===== src/rtl/telemetry_rx.sv =====
// Telemetry packet receiver: parses 8-byte AA 55 framed packets from a UART byte
// stream and publishes battery voltage, average current and average torque.
module telemetry_rx #(
  parameter logic [19:0] TMO_CYCLES = 20'd200000
) (
  input  logic        clk,
  input  logic        rst_n,
  input  logic [7:0]  rx_data,
  input  logic        rdy,
  output logic        clr_rdy,
  output logic [11:0] batt_v,
  output logic [11:0] avg_curr,
  output logic [11:0] avg_torque,
  output logic        pkt_vld,
  output logic        frm_err,
  output logic [7:0]  err_cnt
);

  typedef enum logic [2:0] {IDLE, DLM2, P1, P2, P3, P4, P5, P6} state_t;

  state_t      state_q, state_d;
  logic [19:0] tmo_q, tmo_d;
  logic [3:0]  bhi_q, bhi_d, chi_q, chi_d, thi_q, thi_d;
  logic [7:0]  blo_q, blo_d, clo_q, clo_d;
  logic [11:0] batt_q, batt_d, curr_q, curr_d, torq_q, torq_d;
  logic        vld_q, vld_d, err_q, err_d;
  logic [7:0]  cnt_q, cnt_d;
  logic        hi_ok, tmo_hit;

  // Every presented byte is consumed immediately, even while held in reset.
  assign clr_rdy = rdy;
  assign hi_ok   = (rx_data[7:4] == 4'h0);
  assign tmo_hit = (state_q != IDLE) && (tmo_q == TMO_CYCLES - 20'd1);

  always_comb begin
    state_d = state_q;
    tmo_d   = (state_q == IDLE) ? 20'd0 : tmo_q + 20'd1;
    bhi_d   = bhi_q;
    blo_d   = blo_q;
    chi_d   = chi_q;
    clo_d   = clo_q;
    thi_d   = thi_q;
    batt_d  = batt_q;
    curr_d  = curr_q;
    torq_d  = torq_q;
    vld_d   = 1'b0;
    err_d   = 1'b0;
    cnt_d   = cnt_q;
    if (rdy) begin
      // An accepted byte always wins over a coincident timeout.
      tmo_d = 20'd0;
      case (state_q)
        IDLE: if (rx_data == 8'hAA) state_d = DLM2;
        DLM2: begin
          if (rx_data == 8'h55)      state_d = P1;
          else if (rx_data != 8'hAA) begin state_d = IDLE; err_d = 1'b1; end
        end
        P1: if (hi_ok) begin bhi_d = rx_data[3:0]; state_d = P2; end
            else begin state_d = IDLE; err_d = 1'b1; end
        P2: begin blo_d = rx_data; state_d = P3; end
        P3: if (hi_ok) begin chi_d = rx_data[3:0]; state_d = P4; end
            else begin state_d = IDLE; err_d = 1'b1; end
        P4: begin clo_d = rx_data; state_d = P5; end
        P5: if (hi_ok) begin thi_d = rx_data[3:0]; state_d = P6; end
            else begin state_d = IDLE; err_d = 1'b1; end
        P6: begin
          batt_d  = {bhi_q, blo_q};
          curr_d  = {chi_q, clo_q};
          torq_d  = {thi_q, rx_data};
          vld_d   = 1'b1;
          state_d = IDLE;
        end
        default: state_d = IDLE;
      endcase
    end else if (tmo_hit) begin
      state_d = IDLE;
      tmo_d   = 20'd0;
      err_d   = 1'b1;
    end
    if (err_d && (cnt_q != 8'hFF)) cnt_d = cnt_q + 8'd1;
  end

  always_ff @(posedge clk or negedge rst_n) begin
    if (!rst_n) begin
      state_q <= IDLE;
      tmo_q   <= 20'd0;
      bhi_q   <= 4'h0;
      blo_q   <= 8'h00;
      chi_q   <= 4'h0;
      clo_q   <= 8'h00;
      thi_q   <= 4'h0;
      batt_q  <= 12'h000;
      curr_q  <= 12'h000;
      torq_q  <= 12'h000;
      vld_q   <= 1'b0;
      err_q   <= 1'b0;
      cnt_q   <= 8'h00;
    end else begin
      state_q <= state_d;
      tmo_q   <= tmo_d;
      bhi_q   <= bhi_d;
      blo_q   <= blo_d;
      chi_q   <= chi_d;
      clo_q   <= clo_d;
      thi_q   <= thi_d;
      batt_q  <= batt_d;
      curr_q  <= curr_d;
      torq_q  <= torq_d;
      vld_q   <= vld_d;
      err_q   <= err_d;
      cnt_q   <= cnt_d;
    end
  end

  assign batt_v     = batt_q;
  assign avg_curr   = curr_q;
  assign avg_torque = torq_q;
  assign pkt_vld    = vld_q;
  assign frm_err    = err_q;
  assign err_cnt    = cnt_q;

endmodule

===== config.mk =====
export PLATFORM = sky130hd
export DESIGN_NAME = telemetry_rx
export DESIGN_NICKNAME = d
export VERILOG_FILES = /design/src/rtl/telemetry_rx.sv
export SDC_FILE = /design/constraint.sdc
export NUM_CORES = 1
export LEC_CHECK = 0
export ABC_CLOCK_PERIOD_IN_PS = 1900
export CORE_MARGIN = 8
export CORE_UTILIZATION = 46
export DETAILED_ROUTE_END_ITERATION = 6
export PLACE_DENSITY = 0.68
export SLEW_MARGIN = 25
export SYNTH_ARGS = -nofsm -noshare
export SYNTH_HDL_FRONTEND = slang
export SYNTH_SLANG_ARGS = --single-unit

===== constraint.sdc =====
create_clock -name clk -period 1.9 [get_ports clk]
set_input_delay 0.285 -clock clk [delete_from_list [all_inputs] [get_ports clk]]
set_output_delay 0.285 -clock clk [all_outputs]
set_load 0.005 [all_outputs]

; ---- Yosys cells after proc, flatten, opt, wreduce, memory -nomap -nowiden
; Index checks and enable logic that the tools add are counted.
[totals]
reg_bits = 97
out_inout_bits = 47
word_cells = 63
[op_classes]
n_addsub = 2
eq_ne = 14
n_mux = 20
n_reduce_logical = 14
[ops]
columns = cell, n
row1 = $mux W20, 3
row2 = $pmux W3 S8, 1
row3 = $mux W3, 7
row4 = $add A20 B1 Y20 const B, 1
row5 = $eq A20 B18 Y1 const B, 1
row6 = $ne A8 B8 Y1 const B, 2
row7 = $eq A3 B3 Y1 const B, 4
row8 = $reduce_and A3 Y1, 4
row9 = $add A8 B1 Y8 const B, 1
row10 = $eq A8 B7 Y1 const B, 1
row11 = $eq A8 B8 Y1 const B, 1
row12 = $mux W1, 7
row13 = $eq A3 B2 Y1 const B, 2
row14 = $reduce_and A2 Y1, 3
row15 = $logic_not A4 Y1, 1
row16 = $ne A4 B4 Y1 const B, 1
row17 = $eq A3 B1 Y1 const B, 1
row18 = $logic_not A3 Y1, 1
row19 = $ne A3 B2 Y1 const B, 1
row20 = $reduce_bool A3 Y1, 1
row21 = $reduce_or A3 Y1, 1
row22 = $logic_and A1 B1 Y1, 2
row23 = $mux W2, 1
row24 = $pmux W1 S2, 1
row25 = $reduce_bool A2 Y1, 1

; ---- Longest topological paths before layout
[logic_depth]
depth_word = 6
mapped_depth = 7
mapped_depth_nobuf = 7

; ---- Least setup slack after synthesis
; OpenSTA, ideal clock, no wires.
[synth_path]
path_kind = register -> register
startpoint = register tmo_q[0]
endpoint = register cnt_q[1], in the netlist err_cnt[1]
setup_time_ps = 127
arrival_time_ps = 1866
t_required_ps = 1773
slack_ps = -94
stages_incl_launch_ff = 8
path_buffers = 0
path_cell_list = dfrtp_1 -> ha_1 -> and3_1 -> and3_1 -> a41oi_4 -> a31oi_4 -> and2_4 -> mux2_1
[synth_between]
elab_chain_len = 5
[synth_lines]
columns = item, line
row1 = "start, declared", 22  ; logic [19:0] tmo_q, tmo_d;
row2 = "start signal, assigned", 100  ; tmo_q <= tmo_d;
row3 = $eq A20 B18 Y1, 33  ; assign tmo_hit = (state_q != IDLE) && (tmo_q == TMO_CYCLES - 20'd1);
row4 = $logic_and A1 B1 Y1, 33
row5 = $mux W1, 75  ; end else if (tmo_hit) begin
row6 = $mux W1, 49  ; if (rdy) begin
row7 = named net err_d, 26  ; logic vld_q, vld_d, err_q, err_d;
row8 = $logic_and A1 B1 Y1, 80  ; if (err_d && (cnt_q != 8'hFF)) cnt_d = cnt_q + 8'd1;
row9 = "end signal, assigned", 111  ; cnt_q <= cnt_d;
row10 = "end, declared", 27  ; logic [7:0] cnt_q, cnt_d;
; The timed path passes the listed nets, and every way through them passes these cells.
; A chain may end at the register's enable or synchronous reset.

; ---- Worst setup path after layout
[layout_path]
startpoint = input rx_data[5]
endpoint = register cnt_q[1], in the netlist err_cnt[1]
[layout_between]
elab_chain_len = 6
word_cells_on_any_way = 9
cone_classes = eq/ne: 2 / mux: 5 / reduce/logical: 2
[layout_lines]
columns = item, line
row1 = "start, declared", 8  ; input logic [7:0] rx_data,
row2 = $ne A8 B8 Y1, 56  ; else if (rx_data != 8'hAA) begin state_d = IDLE; err_d = 1'b1; end
row3 = $mux W1, 56
row4 = $mux W1, 55  ; if (rx_data == 8'h55) state_d = P1;
row5 = $pmux W1 S2 *, 52  ; case (state_q)
row6 = $mux W1 *, 49
row7 = named net err_d, 26
row8 = $logic_and A1 B1 Y1 *, 80
; Mark *: on every way through the listed nets, which the timed path passes. The rest lies on a longest branch.

==> flow_summary.toml <==
[power]
netSwitchingFraction_pct = 26.0
power_frac_comb_pct = 10.1
switchingPower_mw = 1.00
seq_power_share_pct = 57.0
vdd_drop_max_mv = 0.347
clockPowerShare_pct = 32.9
p_int_mw = 2.85
power_density_nw_per_um2 = 723
power_leakage_nw = 2.58

[sta]
timing.final.crit_share_pct = 97.5
hold_viol = 0
fmax_ghz = 0.540
rsz0062_at_grt = "true"
period_needed_ps = 1850
slew_headroom_pct = 65.7
setup_viol = 0
tightest_slew_ps = 514
slew_violations = 0
setup_ws_ps = 47.4
holdWs_ps = 369
skew_ps = 12.1

[logic_synthesis]
postSynthCellCount = 380
synth_top_area_share_pct = 59.3
synth_top_cells_by_count = "nand2_1 (119), dfrtp_1 (97), mux2_2 (28)"
yosys_warnings = 0
ys_seq_area_share_pct = 59.3
yosys.area.top_type = "dfrtp_1"
synth_edf_count = 0
ys_async_sr_fraction_pct = 100
syn-num-nets = 393
synth.ff_latch_count = 97
synth_area_leaders = "dfrtp_1 (59%), nand2_1 (11%), mux2_2 (7.7%)"
synth_flop_cell = "dfrtp_1"
synth_area_um2 = 4090
synth_cell_types = 41
avgSynthCellArea_um2 = 10.8
yosysMostFrequentCell = "nand2_1"

[critical_path]
crit_buf_inv = 2
required_ps = 2150
critPathCaptureType = "flip-flop"
cp-start-kind = "input pin"
crit_type = "input pin to flip-flop"
slowest_delay_ps = 540
critPathArrivalTime_ps = 2100
worstPathCellList = "clkdlybuf4s50_1, nor4_1, buf_4, or3_1, a31oi_4, and2_4, mux2_1"
slowest_stage = "clkdlybuf4s50_1"
crit_path_max_fanout = 4
path_delay_family = "buffers and inverters"

[placement]
place_congestion = 0.820
place_ws_ps = -333
hpwl_mm = 6.50
port_buffers = 57
dpl_cell_area_um2 = 5100
dp.cells = 572

[finish]
n_antenna_cell = 0
layout-drive-gt1-share_pct = 21.2
fillers = 726
fin_area_um2 = 5330
syn2layout_area_growth_pct = 30.4
finalNonFillerCells = 590
final_nets = 490
fin_util_pct = 61.5

[global_routing]
track_usage_pct = 15.9
first_global_vias = 3136
grt_pass1_wl_mm = 15.5
antenna_found_initial = 0
gr-total-overflow = 0
grt_start_max_net_pins = 39

[route]
drc = 0
via_count = 3006
drt_iter0_drc = 125
viasPerCell = 5.09
wl_mm = 9.12
ant_nets = 0
wl_per_cell_um = 15.5
first_pass_iters = 4

[clocking]
cts_tree = "built"
htree_levels = 3
cts.sinks = 97
cts.path.max_buffers = 2
clock-root-buffer = "clkbuf_8"
clk_latency_ps = 360
cts-buffers-inserted = 9
path_clk_slew_ps = 100

[die]
pin_count = 58
dieArea_um2 = 12200
fp-row-count = 34
fp.dieH_um = 110
die_w_um = 110
core_um2 = 8680
start_util_pct = 47.1

[run_status]
status = "finished, final reports clean"

[worst_hold_path]
hold_class = "input pin to flip-flop"

[job]
drv_cap = 0
-- cells in the final DEF (no fill, tap or decap), drive strengths merged, types with 2 or more instances in the layout --
| cell | count |
|---|---|
| nand2 | 119 |
| dfrtp | 97 |
| clkdlybuf4s50 | 55 |
| buf | 42 |
| mux2 | 30 |
| nor2 | 23 |
| nand3 | 14 |
| xor2 | 11 |
| xnor2 | 10 |
| clkbuf | 9 |
| and3 | 9 |
| inv | 9 |
| nand4 | 8 |
| o21ai | 5 |
| a21oi | 4 |
| and4 | 3 |
| or3 | 3 |
| nand2b | 3 |
| nor2b | 3 |
| nor4 | 3 |
| and2 | 3 |
| a31oi | 3 |
| nor3 | 2 |
| nor4b | 2 |
| ha | 2 |
| clkinv | 2 |
-- registers in the layout, indices dropped and copies added (netlist names) --
signal / flops
err_cnt: 8
frm_err: 1
chi_q: 4
clo_q: 8
tmo_q: 20
pkt_vld: 1
state_q: 3
blo_q: 8
avg_torque: 12
batt_v: 12
bhi_q: 4
avg_curr: 12
thi_q: 4
-- cell families (layout without fill, tap and decap cells) --
group / after synthesis / count (layout) / synth area share [%]
adders and majority gates: 2 / 2 / 0.612
DFF: 97 / 97 / 59.3
muxes: 31 / 31 / 8.59
AOI/OAI and AO/OA: 15 / 15 / 3.00
xor gates and xnor gates: 21 / 21 / 4.50
buffers and inverters: 18 / 120 / 1.83
and+or+nand+nor: 196 / 196 / 22.1
-- stage by stage --
stage	TNS, ps	power [mW]
floorplan	-35.0	2.35
global placement	-4250	2.62
detailed placement	-4800	2.64
CTS	0	3.90
global route	-8.95	4.01
finish	0	3.85
-- timing repair --
| action | CTS | global route |
|---|---|---|
| hold endpoints to repair | 35 | 0 |
| buffers inserted | 0 | 1 |
| setup endpoints to repair | 0 | 4 |
| gates resized for setup | 0 | 5 |
| hold buffers | 1 | 0 |
-- power groups by stage --
| stage | clock (mW) | sequential [mW] | combinational (mW) |
|---|---|---|---|
| final | 1.27 | 2.20 | 0.388 |
| after global routing | 1.37 | 2.21 | 0.428 |
| after CTS | 1.31 | 2.20 | 0.398 |
| after detailed placement | 0 | 2.24 | 0.395 |
| after global placement | 0 | 2.24 | 0.384 |
| after floorplan | 0 | 2.23 | 0.120 |
-- worst paths after layout --
check                                      from                      end  slack [ps]  cells after the start
max                                  rx_data[5]   err_cnt[1]$_DFFE_PN0P_          50                      7
max reg2reg                  tmo_q[1]$_DFF_PN0_   err_cnt[1]$_DFFE_PN0P_          50                      7
max in group asynchronous                 rst_n       tmo_q[3]$_DFF_PN0_         840                      3
min                                  rx_data[6]     blo_q[6]$_DFFE_PN0P_         370                      2
min reg2reg                chi_q[0]$_DFFE_PN0P_  avg_curr[8]$_DFFE_PN0P_         470                      2
min in group asynchronous                 rst_n     blo_q[5]$_DFFE_PN0P_         440                      2
-- final cells by class --
| type | instances | area (um^2) | area share [%] |
|---|---|---|---|
| Timing Repair Buffer | 99 | 938 | 17.6 |
| Inverter | 5 | 18.8 | 0.352 |
| Multi-Input combinational cell | 265 | 1630 | 30.5 |
| Tap cell | 108 | 135 | 2.53 |
| Clock buffer | 9 | 124 | 2.32 |
| Sequential cell | 97 | 2430 | 45.5 |
| Clock inverter | 7 | 61.3 | 1.15 |
-- per-layer routing --
layer  part of all wire (%)  GRT usage, %  vias up
li1                       -             -     1453
met3                    5.3          3.84       14
met2                     46          24.8       60
met5                      0             0        -
met4                    1.3          5.23        0
met1                     47          21.5     1479
(Power assumes the default switching activity.)
